### src/rtl/riscv_muldiv_pkg.sv
// Shared types and operation-decode helpers for the iterative RV32M/RV64M multiply-divide unit.
package riscv_muldiv_pkg;

  typedef enum logic [2:0] {
    OP_MUL    = 3'b000,
    OP_MULH   = 3'b001,
    OP_MULHSU = 3'b010,
    OP_MULHU  = 3'b011,
    OP_DIV    = 3'b100,
    OP_DIVU   = 3'b101,
    OP_REM    = 3'b110,
    OP_REMU   = 3'b111
  } muldiv_op_e;

  typedef enum logic [1:0] {
    IDLE = 2'b00,
    CALC = 2'b01,
    FIX  = 2'b10,
    DONE = 2'b11
  } muldiv_state_e;

  function automatic logic is_div(input muldiv_op_e op);
    return op inside {OP_DIV, OP_DIVU, OP_REM, OP_REMU};
  endfunction

  function automatic logic is_signed_rs1(input muldiv_op_e op);
    return op inside {OP_MUL, OP_MULH, OP_MULHSU, OP_DIV, OP_REM};
  endfunction

  function automatic logic is_signed_rs2(input muldiv_op_e op);
    return op inside {OP_MUL, OP_MULH, OP_DIV, OP_REM};
  endfunction

endpackage

### src/rtl/riscv_muldiv.sv
// Iterative multiply/divide: radix-2 shift-add multiply and restoring divide, one bit per cycle,
// with single-cycle completion for divide-by-zero and signed overflow.
module riscv_muldiv
  import riscv_muldiv_pkg::*;
#(
  parameter int DATA_W = 32,
  parameter int TAG_W  = 5
) (
  input  logic              clk,
  input  logic              reset,
  input  logic              start,
  input  logic              kill,
  input  logic [2:0]        op,
  input  logic [DATA_W-1:0] rs1_data,
  input  logic [DATA_W-1:0] rs2_data,
  input  logic [TAG_W-1:0]  rd_tag,
  output logic              ready,
  output logic              busy,
  output logic              done,
  output logic [DATA_W-1:0] result,
  output logic [TAG_W-1:0]  result_tag
);

  localparam int CNT_W = $clog2(DATA_W);
  localparam logic [CNT_W-1:0]  CNT_LAST = CNT_W'(DATA_W - 1);
  localparam logic [DATA_W-1:0] MOST_NEG = {1'b1, {(DATA_W-1){1'b0}}};

  muldiv_state_e state_q, state_d;
  logic ready_q, ready_d;
  logic busy_q, busy_d;
  logic done_q, done_d;

  muldiv_op_e          op_q, op_d;
  logic                neg_q, neg_d;
  logic [DATA_W-1:0]   opb_q, opb_d;
  logic [2*DATA_W:0]   acc_q, acc_d;
  logic [CNT_W-1:0]    cnt_q, cnt_d;
  logic [TAG_W-1:0]    pend_tag_q, pend_tag_d;
  logic [DATA_W-1:0]   result_q, result_d;
  logic [TAG_W-1:0]    result_tag_q, result_tag_d;

  muldiv_op_e          op_in_s;
  logic                sign1_s, sign2_s, neg_in_s;
  logic [DATA_W-1:0]   mag1_s, mag2_s;
  logic                div_zero_s, ovf_s, special_s, accept_s;
  logic [DATA_W-1:0]   special_res_s;
  logic [DATA_W:0]     mul_sum_s, div_shift_s, div_diff_s;
  logic                div_ge_s;
  logic [2*DATA_W:0]   mul_next_s, div_next_s;
  logic [2*DATA_W-1:0] prod_s;
  logic [DATA_W-1:0]   quot_s, rem_s, fix_res_s;

  assign ready      = ready_q;
  assign busy       = busy_q;
  assign done       = done_q;
  assign result     = result_q;
  assign result_tag = result_tag_q;

  // Operand decode at accept: magnitudes, result sign and the divide special cases.
  always_comb begin
    op_in_s    = muldiv_op_e'(op);
    sign1_s    = is_signed_rs1(op_in_s) & rs1_data[DATA_W-1];
    sign2_s    = is_signed_rs2(op_in_s) & rs2_data[DATA_W-1];
    mag1_s     = sign1_s ? ('0 - rs1_data) : rs1_data;
    mag2_s     = sign2_s ? ('0 - rs2_data) : rs2_data;
    neg_in_s   = (op_in_s inside {OP_REM, OP_REMU}) ? sign1_s : (sign1_s ^ sign2_s);
    div_zero_s = is_div(op_in_s) && (rs2_data == '0);
    ovf_s      = (op_in_s inside {OP_DIV, OP_REM}) && (rs1_data == MOST_NEG) && (rs2_data == '1);
    special_s  = div_zero_s | ovf_s;
    accept_s   = start & ~kill & ((state_q == IDLE) | (state_q == DONE));
    if (div_zero_s) begin
      special_res_s = op[1] ? rs1_data : '1;
    end else begin
      special_res_s = op[1] ? '0 : rs1_data;
    end
  end

  // One iteration step; acc holds {carry, hi, lo} = product or {remainder, quotient}.
  always_comb begin
    mul_sum_s   = acc_q[2*DATA_W:DATA_W] + (acc_q[0] ? {1'b0, opb_q} : '0);
    mul_next_s  = {1'b0, mul_sum_s, acc_q[DATA_W-1:1]};
    div_shift_s = {acc_q[2*DATA_W-1:DATA_W], acc_q[DATA_W-1]};
    div_ge_s    = div_shift_s >= {1'b0, opb_q};
    div_diff_s  = div_shift_s - {1'b0, opb_q};
    div_next_s  = div_ge_s ? {div_diff_s, acc_q[DATA_W-2:0], 1'b1}
                           : {div_shift_s, acc_q[DATA_W-2:0], 1'b0};
  end

  // Sign correction and result selection applied in FIX.
  always_comb begin
    prod_s = neg_q ? ('0 - acc_q[2*DATA_W-1:0]) : acc_q[2*DATA_W-1:0];
    quot_s = neg_q ? ('0 - acc_q[DATA_W-1:0]) : acc_q[DATA_W-1:0];
    rem_s  = neg_q ? ('0 - acc_q[2*DATA_W-1:DATA_W]) : acc_q[2*DATA_W-1:DATA_W];
    case (op_q)
      OP_MUL:                       fix_res_s = prod_s[DATA_W-1:0];
      OP_MULH, OP_MULHSU, OP_MULHU: fix_res_s = prod_s[2*DATA_W-1:DATA_W];
      OP_DIV, OP_DIVU:              fix_res_s = quot_s;
      OP_REM, OP_REMU:              fix_res_s = rem_s;
      default:                      fix_res_s = '0;
    endcase
  end

  // Datapath next-state: load on accept, iterate in CALC, publish in FIX.
  always_comb begin
    op_d         = op_q;
    neg_d        = neg_q;
    opb_d        = opb_q;
    acc_d        = acc_q;
    cnt_d        = cnt_q;
    pend_tag_d   = pend_tag_q;
    result_d     = result_q;
    result_tag_d = result_tag_q;
    if (accept_s) begin
      op_d       = op_in_s;
      neg_d      = neg_in_s;
      opb_d      = mag2_s;
      acc_d      = {{(DATA_W+1){1'b0}}, mag1_s};
      cnt_d      = CNT_LAST;
      pend_tag_d = rd_tag;
      if (special_s) begin
        result_d     = special_res_s;
        result_tag_d = rd_tag;
      end else begin
        result_d     = result_q;
      end
    end else if ((state_q == CALC) && !kill) begin
      acc_d = is_div(op_q) ? div_next_s : mul_next_s;
      cnt_d = (cnt_q != '0) ? (cnt_q - CNT_W'(1)) : cnt_q;
    end else if ((state_q == FIX) && !kill) begin
      result_d     = fix_res_s;
      result_tag_d = pend_tag_q;
    end else begin
      acc_d = acc_q;
    end
  end

  // Datapath registers.
  always_ff @(posedge clk or negedge reset) begin
    if (!reset) begin
      op_q         <= OP_MUL;
      neg_q        <= 1'b0;
      opb_q        <= '0;
      acc_q        <= '0;
      cnt_q        <= '0;
      pend_tag_q   <= '0;
      result_q     <= '0;
      result_tag_q <= '0;
    end else begin
      op_q         <= op_d;
      neg_q        <= neg_d;
      opb_q        <= opb_d;
      acc_q        <= acc_d;
      cnt_q        <= cnt_d;
      pend_tag_q   <= pend_tag_d;
      result_q     <= result_d;
      result_tag_q <= result_tag_d;
    end
  end

  // FSM next state; kill always returns to IDLE and drops a coincident start.
  always_comb begin
    state_d = state_q;
    case (state_q)
      IDLE, DONE: state_d = accept_s ? (special_s ? DONE : CALC) : IDLE;
      CALC: begin
        if (kill) begin
          state_d = IDLE;
        end else if (cnt_q == '0) begin
          state_d = FIX;
        end else begin
          state_d = CALC;
        end
      end
      FIX:        state_d = kill ? IDLE : DONE;
      default:    state_d = IDLE;
    endcase
  end

  // Status outputs decoded from the next state so they can be registered.
  always_comb begin
    ready_d = 1'b1;
    busy_d  = 1'b0;
    done_d  = 1'b0;
    case (state_d)
      IDLE: begin
        ready_d = 1'b1;
      end
      CALC, FIX: begin
        ready_d = 1'b0;
        busy_d  = 1'b1;
      end
      DONE: begin
        done_d  = 1'b1;
      end
      default: begin
        ready_d = 1'b1;
      end
    endcase
  end

  // FSM state and registered status outputs.
  always_ff @(posedge clk or negedge reset) begin
    if (!reset) begin
      state_q <= IDLE;
      ready_q <= 1'b1;
      busy_q  <= 1'b0;
      done_q  <= 1'b0;
    end else begin
      state_q <= state_d;
      ready_q <= ready_d;
      busy_q  <= busy_d;
      done_q  <= done_d;
    end
  end

endmodule
### config.mk
export PLATFORM = sky130hd
export DESIGN_NAME = riscv_muldiv
export DESIGN_NICKNAME = d
export VERILOG_FILES = /design/src/rtl/riscv_muldiv_pkg.sv /design/src/rtl/riscv_muldiv.sv
export SDC_FILE = /design/constraint.sdc
export NUM_CORES = 1
export LEC_CHECK = 0
export ABC_AREA = 1
export CAP_MARGIN = 0
export CORE_MARGIN = 8
export CORE_UTILIZATION = 45
export CTS_BUF_LIST = sky130_fd_sc_hd__clkbuf_4
export DETAILED_ROUTE_END_ITERATION = 12
export GPL_ROUTABILITY_DRIVEN = 0
export PLACE_DENSITY = 0.69
export SLEW_MARGIN = 0
export SYNTH_ARGS = -nofsm -noshare
export SYNTH_HDL_FRONTEND = slang
export SYNTH_SLANG_ARGS = --single-unit
### constraint.sdc
create_clock -name clk -period 2.8 [get_ports clk]
set_clock_uncertainty 0.1 [all_clocks]
set_input_delay 0.84 -clock clk [delete_from_list [all_inputs] [get_ports clk]]
set_output_delay 0.84 -clock clk [all_outputs]
set_load 0.05 [all_outputs]
==> results of run 1 <==
==> layout make-up <==
type                    count  area (um2)  area share (%)
diodes                      1        2.50          0.0111
clock buffers              17         128           0.567
clock inverters            15         164           0.729
inverters                 399        1510            6.69
multi-input cells        2494       12500            55.6
flip-flops and latches    153        3830            17.0
well taps                 525         657            2.92
repair buffers            440        3690            16.4
==> state kept, by name, summed over array words and instances, names as in the netlist <==
register	cells
result	32
neg_q	1
op_q	3
result_tag	5
cnt_q	5
busy	1
acc_q	65
ready	1
pend_tag_q	5
state_q	2
opb_q	32
done	1
==> placed cells by master, fill, tap and decap left out, types with 19 or more instances in the layout <==
| cell | count |
|---|---|
| dfrtp_1 | 150 |
| o21ai_0 | 232 |
| nor2_2 | 21 |
| nor2_1 | 334 |
| a21oi_1 | 159 |
| o21ai_1 | 22 |
| nand4_1 | 57 |
| ha_1 | 56 |
| xor2_1 | 44 |
| nand2_2 | 21 |
| inv_1 | 383 |
| dlygate4sd2_1 | 38 |
| nor3_1 | 19 |
| nand2_1 | 1004 |
| nand3_1 | 309 |
| clkdlybuf4s50_1 | 75 |
| a22oi_1 | 28 |
| buf_4 | 311 |
==> worst max-delay path: stages, from the launching register on <==
cell,delay (ns)
dfrtp_1,0.46
buf_6,0.18
buf_4,0.17
nand2_2,0.10
inv_1,0.09
ha_4,0.31
nand2_2,0.09
o21ai_0,0.36
nand2_1,0.16
a21oi_1,0.18
nor2_1,0.07
nand3_1,0.06
nand3_1,0.10
nand2_1,0.08
inv_1,0.04
nand2_1,0.05
nand2_1,0.04
==> worst max-delay path by stage <==
stage | end | slack, ns | cells after the start
after floorplan | acc_q[53]$_DFFE_PN0P_ | 0.07 | 21
after global placement | result[9]$_DFFE_PN0P_ | -0.30 | 14
after detailed placement | result[27]$_DFFE_PN0P_ | -0.36 | 14
after CTS | acc_q[54]$_DFFE_PN0P_ | 0.007 | 14
after global routing | acc_q[57]$_DFFE_PN0P_ | -0.11 | 16
final | acc_q[63]$_DFFE_PN0P_ | 0.05 | 16
==> layer usage <==
metal	GRT usage, %	vias up
met2	45.1	1486
met3	8.90	242
li1	-	10900
met1	43.2	10400
met4	14.4	0
met5	0	-
==> logic make-up after synthesis <==
family	share of synthesized area [%]
AND/OR/NAND/NOR	43.9
buffers and inverters	11.2
AO/OA/AOI/OAI	15.3
flip-flops	21.3
adder cells (fa/ha/maj)	5.31
XOR/XNOR	2.93
==> timing repair <==
action                                  4_1_cts  5_1_grt
endpoints found under the setup margin       44       47
hold buffers                                  1        0
gates resized for setup                      47       92
hold endpoints to repair                     12        0
pin swaps                                     0       14
setup buffers                                 0        7
==> per-stage QoR <==
stage	area, um2	hold slack (ns)	std cells	power [mW]
2_1_floorplan	17900	0.345	3149	18.3
3_3_place_gp	21800	0.369	4003	26.0
3_5_place_dp	21800	0.373	4003	26.3
4_1_cts	22100	0.407	4036	27.7
5_1_grt	22500	0.422	4044	31.5
6_report	22500	0.408	4044	29.3
==> power breakdown <==
group | switching, mW | internal [mW]
clock network | 0.967 | 0.547
registers | 1.11 | 3.25
logic | 15.9 | 7.51
==> synthesized netlist by cell type, types with 11 or more instances <==
cell type / n
nor3_1: 24
ha_1: 73
o21ai_1: 16
nor2_2: 11
or2_2: 14
o211ai_1: 17
nand4_1: 57
nand3_1: 316
o21ai_0: 241
a21oi_1: 173
xnor2_1: 16
nand3b_1: 18
inv_1: 387
nand2_1: 1023
buf_2: 23
dfrtp_1: 152
clkbuf_1: 57
nor2_1: 348
a22oi_1: 28
xor2_1: 44
buf_6: 11
==> impl_metrics.tcl, run 1 <==
set metrics [dict create \
    synth_edf_count 0 \
    crit_start "acc_q[0]$_DFFE_PN0P_" \
    start_kind "flop" \
    hpwl_um 61100 \
    drive_gt1_share_pct 14.5 \
    routed_wl_um 76000 \
    core.rowCount 73 \
    drc 0 \
    vias_per_cell 5.70 \
    ant_nets 0 \
    drv_cap 0 \
    power_leakage_nw 11.8 \
    fillers 3886 \
    drt-initial-drc-count 3236 \
    clkTransAtPathRegs_ns 0.15 \
    worstHoldPathCells 2 \
    synthCells 3149 \
    grt_max_degree 55 \
    cts_made_buffers 17 \
    cp.arrival_ns 3.19 \
    route.met2.wl_um 30200 \
    min_period_ns 2.75 \
    wl_met3_um 10300 \
    die_x_um 216 \
    grt_antenna_before_repair 2 \
    postSynthAreaPerCell_um2 5.70 \
    wl_met1_um 31300 \
    postLayoutSetupSlackWorst_ns 0.0473 \
    timing.rr.end "acc_q[63]$_DFFE_PN0P_" \
    floorplan.initialDensity_pct 45.4 \
    max_freq_ghz 0.363 \
    yosysTopAreaCellShare_pct 21.4 \
    place.port_buffers 115 \
    critPathCaptureType "flop" \
    syn_nets 3300 \
    grt_pass1_vias 21400 \
    clock-sinks 153 \
    fin_util_pct 56.9 \
    ys.flop_type "dfrtp_1" \
    hold_path_startpoint "cnt_q[4]$_DFFE_PN0P_" \
    final_hold_viol_count 0 \
    core-area_um2 39500 \
    synth-seq-cells 153 \
    first_pass_iters 6 \
    pwr_density_cell_nw_per_um2 1300 \
    wire_per_inst_um 18.8 \
    worstHoldEndpoint "cnt_q[4]$_DFFE_PN0P_" \
    async_reset_ff_share_pct 100 \
    status "completed" \
    hold_class "reg2reg" \
    finalCritPeriodShare_pct 98.3 \
    ios 116 \
    peakVddDrop_mv 0.592 \
    critPathMaxFanout 13 \
    yosys_warnings 0 \
    reg2reg_slack_ns 0.05 \
    slew_headroom_pct 48.5 \
    yosys.cell_types.count 57 \
    rr_startpoint "acc_q[0]$_DFFE_PN0P_" \
    synth_top_cell_by_area "nand2_1" \
    seq_area_frac_synth_pct 21.3 \
    reg2reg_depth 16 \
    clkLatencyLatePin_ns 0.67 \
    synthesis.area_um2 17900 \
    rsz0062_at_grt "true" \
    synth_area_leaders "nand2_1 (21%), dfrtp_1 (21%), nand3_1 (8.8%), inv_1 (8.1%), nor2_1 (7.3%)" \
    worstSetupPathType "reg2reg" \
    final_net_count 3656 \
    fp.dieArea_um2 46500 \
    die-height_um 216 \
    clk_path_buf_depth 2 \
    dr.max_layer_used "met4" \
    slew_viol_final 0 \
    post-place-ws_ns -0.364 \
    syn_to_final_growth_pct 25.4 \
    h-tree-depth 4 \
    cts_root_buf "clkbuf_4" \
    grt_pass1_wl_um 118000 \
    tightest_slew_ns 0.771 \
    critical_path_required_ns 3.24 \
    setup_viol 0 \
    setup-tns-final_ns 0 \
    vias 23100 \
    grt_util_all_layers_pct 31.5 \
    cts_tree "built" \
    grt_overflow 0 \
]
Note: power is estimated with default switching activity, not from simulation.
==> inputs of run 2 (changes only) <==
Settings changed: CTS_CLUSTER_SIZE set to 28, SLEW_MARGIN 0 to not set.
==> results of run 2 <==
Same layout as run 1: the final DEF is identical, and so are final timing and power.
